**config.mk**
```make
export PLATFORM = sky130hd
export DESIGN_NAME = mem_arbiter
export DESIGN_NICKNAME = d
export VERILOG_FILES = /design/src/rtl/r200_pkg.sv /design/src/rtl/memarb_latcnt.sv /design/src/rtl/mem_arbiter.sv
export SDC_FILE = /design/constraint.sdc
export NUM_CORES = 1
export LEC_CHECK = 0
export ABC_AREA = 1
export CORE_MARGIN = 4
export CORE_UTILIZATION = 37
export CTS_BUF_LIST = sky130_fd_sc_hd__clkbuf_4 sky130_fd_sc_hd__clkbuf_8 sky130_fd_sc_hd__clkbuf_16
export CTS_CLUSTER_DIAMETER = 120
export DETAILED_ROUTE_END_ITERATION = 16
export HOLD_SLACK_MARGIN = 0.06
export PLACE_DENSITY = 0.77
export SETUP_SLACK_MARGIN = 0.15
export SYNTH_ARGS = -nofsm -noshare
export SYNTH_HDL_FRONTEND = slang
export SYNTH_SLANG_ARGS = --single-unit
```
**constraint.sdc**
```tcl
create_clock -name clk -period 5.9 [get_ports clk]
set_clock_uncertainty 0.15 [all_clocks]
set_input_delay 1.18 -clock clk [delete_from_list [all_inputs] [get_ports clk]]
set_output_delay 1.18 -clock clk [all_outputs]
set_load 0.05 [all_outputs]
```
**src/rtl/r200_pkg.sv**
```systemverilog
// Shared types for the unified-memory arbiter: FSM states and port ids.
package r200_pkg;

  typedef enum logic [1:0] {
    MA_IDLE,
    MA_ACCESS,
    MA_DONE
  } ma_state_e;

  localparam logic PORT_IF = 1'b0;
  localparam logic PORT_LS = 1'b1;

endpackage

```
**src/rtl/memarb_latcnt.sv**
```systemverilog
// Loadable down-counter timing one memory access; saturates at zero.
module memarb_latcnt #(
  parameter int MEM_LAT = 2
) (
  input  logic clk,
  input  logic rst,
  input  logic load,
  input  logic dec,
  output logic zero
);

  localparam int W = $clog2(MEM_LAT) + 1;
  localparam logic [W-1:0] LOAD_VAL = W'(MEM_LAT - 1);

  logic [W-1:0] cnt_q;
  logic [W-1:0] cnt_d;

  always_comb begin
    cnt_d = cnt_q;
    if (load) begin
      cnt_d = LOAD_VAL;
    end else if (dec && (cnt_q != '0)) begin
      cnt_d = cnt_q - 1'b1;
    end
  end

  always_ff @(posedge clk or posedge rst) begin
    if (rst) begin
      cnt_q <= '0;
    end else begin
      cnt_q <= cnt_d;
    end
  end

  assign zero = (cnt_q == '0);

endmodule

```
**src/rtl/mem_arbiter.sv**
```systemverilog
// IF/LS arbiter for the single-port unified memory, fixed-latency access.
// Define MEMARB_RR_EN for round-robin; default is LS-over-IF priority.
module mem_arbiter
  import r200_pkg::*;
#(
  parameter int XLEN    = 32,
  parameter int MEM_LAT = 2
) (
  input  logic            clk,
  input  logic            rst,
  input  logic            if_req,
  input  logic [XLEN-1:0] if_addr,
  output logic            if_ack,
  output logic [XLEN-1:0] if_rdata,
  input  logic            ls_req,
  input  logic            ls_we,
  input  logic [XLEN-1:0] ls_addr,
  input  logic [XLEN-1:0] ls_wdata,
  output logic            ls_ack,
  output logic [XLEN-1:0] ls_rdata,
  output logic            mem_en,
  output logic            mem_we,
  output logic [XLEN-1:0] mem_addr,
  output logic [XLEN-1:0] mem_wdata,
  input  logic [XLEN-1:0] mem_rdata
);

  ma_state_e       state_q, state_d;
  logic            grant_q, grant_d;
  logic            we_q, we_d;
  logic [XLEN-1:0] addr_q, addr_d;
  logic [XLEN-1:0] wdata_q, wdata_d;
  logic [XLEN-1:0] if_rdata_q, if_rdata_d;
  logic [XLEN-1:0] ls_rdata_q, ls_rdata_d;
  logic            mem_en_q, mem_en_d;
  logic            mem_we_q, mem_we_d;
  logic            if_ack_q, if_ack_d;
  logic            ls_ack_q, ls_ack_d;
  logic            cnt_load, cnt_dec, cnt_zero;
  logic            pick_ls;

`ifdef MEMARB_RR_EN
  logic last_q, last_d;

  // On contention, favour the port that did not win last time.
  assign pick_ls = ls_req && (!if_req || (last_q == PORT_IF));

  always_comb begin
    last_d = last_q;
    if ((state_q == MA_IDLE) && (if_req || ls_req)) begin
      last_d = pick_ls ? PORT_LS : PORT_IF;
    end
  end

  always_ff @(posedge clk or posedge rst) begin
    if (rst) begin
      last_q <= PORT_IF;
    end else begin
      last_q <= last_d;
    end
  end
`else
  assign pick_ls = ls_req;
`endif

  memarb_latcnt #(
    .MEM_LAT(MEM_LAT)
  ) u_latcnt (
    .clk (clk),
    .rst (rst),
    .load(cnt_load),
    .dec (cnt_dec),
    .zero(cnt_zero)
  );

  always_comb begin
    state_d    = state_q;
    grant_d    = grant_q;
    we_d       = we_q;
    addr_d     = addr_q;
    wdata_d    = wdata_q;
    if_rdata_d = if_rdata_q;
    ls_rdata_d = ls_rdata_q;
    cnt_load   = 1'b0;
    cnt_dec    = 1'b0;
    unique case (state_q)
      MA_IDLE: begin
        if (if_req || ls_req) begin
          grant_d  = pick_ls ? PORT_LS : PORT_IF;
          addr_d   = pick_ls ? ls_addr : if_addr;
          we_d     = pick_ls && ls_we;
          wdata_d  = pick_ls ? ls_wdata : '0;
          cnt_load = 1'b1;
          state_d  = MA_ACCESS;
        end
      end
      MA_ACCESS: begin
        if (cnt_zero) begin
          if (grant_q == PORT_LS) begin
            ls_rdata_d = mem_rdata;
          end else begin
            if_rdata_d = mem_rdata;
          end
          state_d = MA_DONE;
        end else begin
          cnt_dec = 1'b1;
        end
      end
      MA_DONE: begin
        state_d = MA_IDLE;
      end
      default: begin
        state_d = MA_IDLE;
      end
    endcase
    // Outputs come from flops loaded with the next-state decode.
    mem_en_d = (state_d == MA_ACCESS);
    mem_we_d = mem_en_d && we_d;
    if_ack_d = (state_d == MA_DONE) && (grant_d == PORT_IF);
    ls_ack_d = (state_d == MA_DONE) && (grant_d == PORT_LS);
  end

  always_ff @(posedge clk or posedge rst) begin
    if (rst) begin
      state_q    <= MA_IDLE;
      grant_q    <= PORT_IF;
      we_q       <= 1'b0;
      addr_q     <= '0;
      wdata_q    <= '0;
      if_rdata_q <= '0;
      ls_rdata_q <= '0;
      mem_en_q   <= 1'b0;
      mem_we_q   <= 1'b0;
      if_ack_q   <= 1'b0;
      ls_ack_q   <= 1'b0;
    end else begin
      state_q    <= state_d;
      grant_q    <= grant_d;
      we_q       <= we_d;
      addr_q     <= addr_d;
      wdata_q    <= wdata_d;
      if_rdata_q <= if_rdata_d;
      ls_rdata_q <= ls_rdata_d;
      mem_en_q   <= mem_en_d;
      mem_we_q   <= mem_we_d;
      if_ack_q   <= if_ack_d;
      ls_ack_q   <= ls_ack_d;
    end
  end

  assign mem_en    = mem_en_q;
  assign mem_we    = mem_we_q;
  assign mem_addr  = addr_q;
  assign mem_wdata = wdata_q;
  assign if_ack    = if_ack_q;
  assign ls_ack    = ls_ack_q;
  assign if_rdata  = if_rdata_q;
  assign ls_rdata  = ls_rdata_q;

endmodule

```
==> results.md <==
Run status:
- The run finished with clean final reports.

Final layout:
- The area growth from synthesis to layout is 57.34%.
- The layout has 1309 filler cells.
- In the final layout, the share of cells above drive strength 1 is 9.317%.
- The repair_antennas step left the layout with diodes totalling 0.
- The final layout contains 1044 nets.
- The final design utilization is 59.99%.
- After routing the design area is 9188 um^2.

Drt:
- The number of iterations in the first detailed-routing pass is 4.
- The total detailed-routing wirelength is 16220 um.
- After detailed routing, the wire length on met1 is 6537 um.
- The average via count per standard cell is 4.502.
- The count of routing violations after the opening detailed-route iteration is 225.
- The count of nets left with antenna violations once routing finished came out at 0.
- After detailed routing, the average wire length per cell comes to 14.31 um.
- The routed design uses 1729 um of met3 wire.
- The detailed router used layers up to and including met4.
- The via count is 5105.
- Wire segments on met2 add up to 7779 um in the final route.
- For this run, design rule violations remaining after detail routing come to 0.

Synthesis:
- The net count after synthesis is 793.
- The total standard cell area after synthesis is 5839 um^2.
- The number of distinct standard cells referenced by the synthesized netlist is 17.
- Synthesis inferred 138 register bits.
- The mean cell area of the mapped netlist is 8.861 um^2.
- The total number of yosys warnings is 0.
- The part of the Yosys area used for sequential elements is 59.14%.
- Counting every instance in the synthesized netlist gives 659.

CTS:
- For the worst-skew pair, the clock arrives at the later sink with an insertion delay of 400 ps.
- The longest clock path from root to sink contains 2 buffers.
- The TritonCTS clock tree is built.
- Clock-pin slew was measured on the worst setup and hold paths at 60 ps.
- The total clock buffers created by CTS is 17.
- The cell chosen for the clock root is sky130_fd_sc_hd__clkbuf_16.
- After clock tree synthesis, the setup repair step added 0 buffers.
- Once the clock tree was built, the resizer swapped 0 gates to a different size.
- The number of levels in the clock H-tree is 4.
- The hold buffer count at cts is 0.
- The tree built by TritonCTS fans out to 138 sinks.

Timing:
- The final number of hold-violating endpoints came to 0.
- For the final routed database, the setup TNS stands at 0 ps.
- The count of pins over their slew limit is 0.
- For this run, the top clock speed supported by timing is 299.0 MHz.
- The measured slew at the worst slew-check pin is 938.7 ps.
- The worst relative slew slack is 37.42%.
- Setup violations remaining at the end of the flow were counted as 0.
- Setup repair after global routing left no endpoint under its margin.
- The routed design could run at a clock period as short as 3345 ps.
- The final worst hold slack is 320.2 ps.
- The share of the cycle needed by the critical path after routing is 56.69%.

Critical path:
- In this run the critical register-to-register path is launched from state_q[1].
- Data on the critical path arrives at its endpoint at 3540 ps.
- The last element of the critical path is mem_addr[27].
- The critical path is of the input port to register type.
- The highest fanout seen on the critical path is 67.
- The number of cell instances on the worst register-to-register path is 5.
- The biggest cell delay along the critical path is 570 ps.
- The signal on the critical path passes through buf_2 > buf_4 > inv_2 > nand2_1 > nand2_2 > inv_2 > nand2_1 > nand2_1.
- The first element of the critical path is ls_req.
- The required arrival time at the worst endpoint is 6090 ps.
- The slack of the worst reg-to-reg path is 3230 ps.
- The critical-path cell with the highest stage delay is sky130_fd_sc_hd__inv_2.
- The most repeated library cell on the critical path is sky130_fd_sc_hd__nand2_1.
- The capture instance of the worst register-to-register path is mem_addr[27].
- The sort of element at the end of the critical path is a register.
- The startpoint type of the worst setup path is an input port.

Place:
- The placed wire-length estimate after detailed placement is 11660 um.
- The quantity of I/O buffers inserted on ports is 264.
- The final weighted congestion in routability-driven placement is 0.8021.
- In this run the cell area measured after placement is 8522 um^2.

Global route:
- The number of global-route vias before repair is 4984.
- The number of antenna violations at the first check in global routing is 0.
- The first global-routing pass estimated 25510 um of wire.
- In the global route stage, overall resource usage came out at 18.06%.
- For this run the aggregate overflow at the end of global routing stands at 0.
- The maximum number of pins on one net before global-route repair is 107.

Pwr:
- In this run the power density over the cells is 676.0 nW/um^2.
- The leakage power is 4.545 nW.
- Across the VDD grid, the largest voltage drop is 0.0002695 V.

Floorplan:
- The floorplan has 45 rows.
- During I/O placement, the number of pins put on the boundary was 265.
- The floorplan die area is 17860 um^2.
- The starting utilization of the core area is 38.13%.
- The height of the die is 133.6 um.
- The core footprint is 15310 um^2.
- Measured along the x axis, the die boundary spans 133.6 um.

Flow run:
- The tool flagged a number of max-cap violations equal to 0.

Hold path:
- In this run the worst hold path is classified as register to register.
==> registers in the layout (all words and copies together), names as in the netlist <==
register	cells
mem_en	1
mem_addr	32
mem_we	1
if_rdata	32
grant_q	1
ls_ack	1
u_latcnt.cnt_q	2
mem_wdata	32
we_q	1
if_ack	1
ls_rdata	32
state_q	2
==> per-layer routing <==
layer / global-route usage (%) / vias to the layer above
met1: 20.75 / 2346
li1: - / 2534
met4: 5.600 / 0
met5: 0 / -
met2: 30.62 / 209
met3: 7.742 / 16
==> critical path, delay by kind of cell <==
kind | cells | cell delay, ps
simple gates | 4 | 730
buf+inv | 4 | 1600
==> layout by cell type (no fill, tap or decap), drive strengths merged <==
cell type        n
nand2          334
clkinv           6
inv             44
clkbuf          21
buf              6
clkdlybuf4s50  263
nor2             3
ha               1
nand3           37
o21ai           65
bufinv           5
dfrtp          138
==> cell type report <==
class	instances	area, um^2	share of cell area [%]
timing repair buffer	269	2675	29.12
tap	211	264.0	2.873
sequential	138	3453	37.59
multi-input combinational	440	1959	21.33
inverter	44	170.2	1.852
clock inverter	11	191.4	2.084
clock buffer	21	474.2	5.161
==> per-stage QoR <==
stage               instances  total power, mW  worst slack [ps]
floorplan                 659            3.936             873.8
global placement         1102            5.023              2192
detailed placement       1102            5.076              2092
CTS                      1134            6.283              2527
global route             1134            6.533              2292
finish                   1134            6.211              2555
==> cells by family (layout without fill, tap and decap cells) <==
group                      count (synthesis)  count (layout)  share of synthesized area, %
DFF                                      138             138                         59.14
buffers and inverters                     81             345                         7.307
adders and majority gates                  1               1                        0.2142
AOI/OAI and AO/OA                         65              65                         8.078
and+or+nand+nor                          374             374                         25.26
==> synthesized netlist by cell type <==
cell type / n / area [um^2]
sky130_fd_sc_hd__inv_1: 41 / 153.9
sky130_fd_sc_hd__buf_6: 12 / 135.1
sky130_fd_sc_hd__nor2_1: 1 / 3.750
sky130_fd_sc_hd__nor2_4: 2 / 22.52
sky130_fd_sc_hd__nand3_1: 36 / 180.2
sky130_fd_sc_hd__inv_2: 3 / 11.26
sky130_fd_sc_hd__dfrtp_1: 138 / 3453
sky130_fd_sc_hd__o21ai_0: 10 / 50.05
sky130_fd_sc_hd__clkbuf_1: 7 / 26.28
sky130_fd_sc_hd__nand2_2: 2 / 12.51
sky130_fd_sc_hd__o21ai_1: 16 / 80.08
sky130_fd_sc_hd__nand3_2: 1 / 10.01
sky130_fd_sc_hd__nand2_1: 332 / 1246
sky130_fd_sc_hd__ha_1: 1 / 12.51
sky130_fd_sc_hd__buf_2: 14 / 70.07
sky130_fd_sc_hd__buf_4: 4 / 30.03
sky130_fd_sc_hd__o21ai_2: 39 / 341.6
==> worst min path at each step <==
stage	start	to	slack, ps	depth (start not counted)
floorplan	we_q	we_q	290	2
finish	mem_wdata[11]	mem_wdata[11]	320	2
global placement	mem_wdata[25]	mem_wdata[25]	300	2
detailed placement	mem_wdata[11]	mem_wdata[11]	310	2
CTS	mem_wdata[11]	mem_wdata[11]	320	2
global route	mem_wdata[5]	mem_wdata[5]	340	2
==> power breakdown <==
group	leakage (nW)	switching [mW]	total (mW)	internal [mW]
Combinational	2.50	2.32	3.39	1.07
Sequential	1.71	0.242	1.64	1.40
Clock	0.330	0.395	1.18	0.789
Total	4.54	2.96	6.21	3.25
No activity file was read; power rests on OpenSTA's default activity.
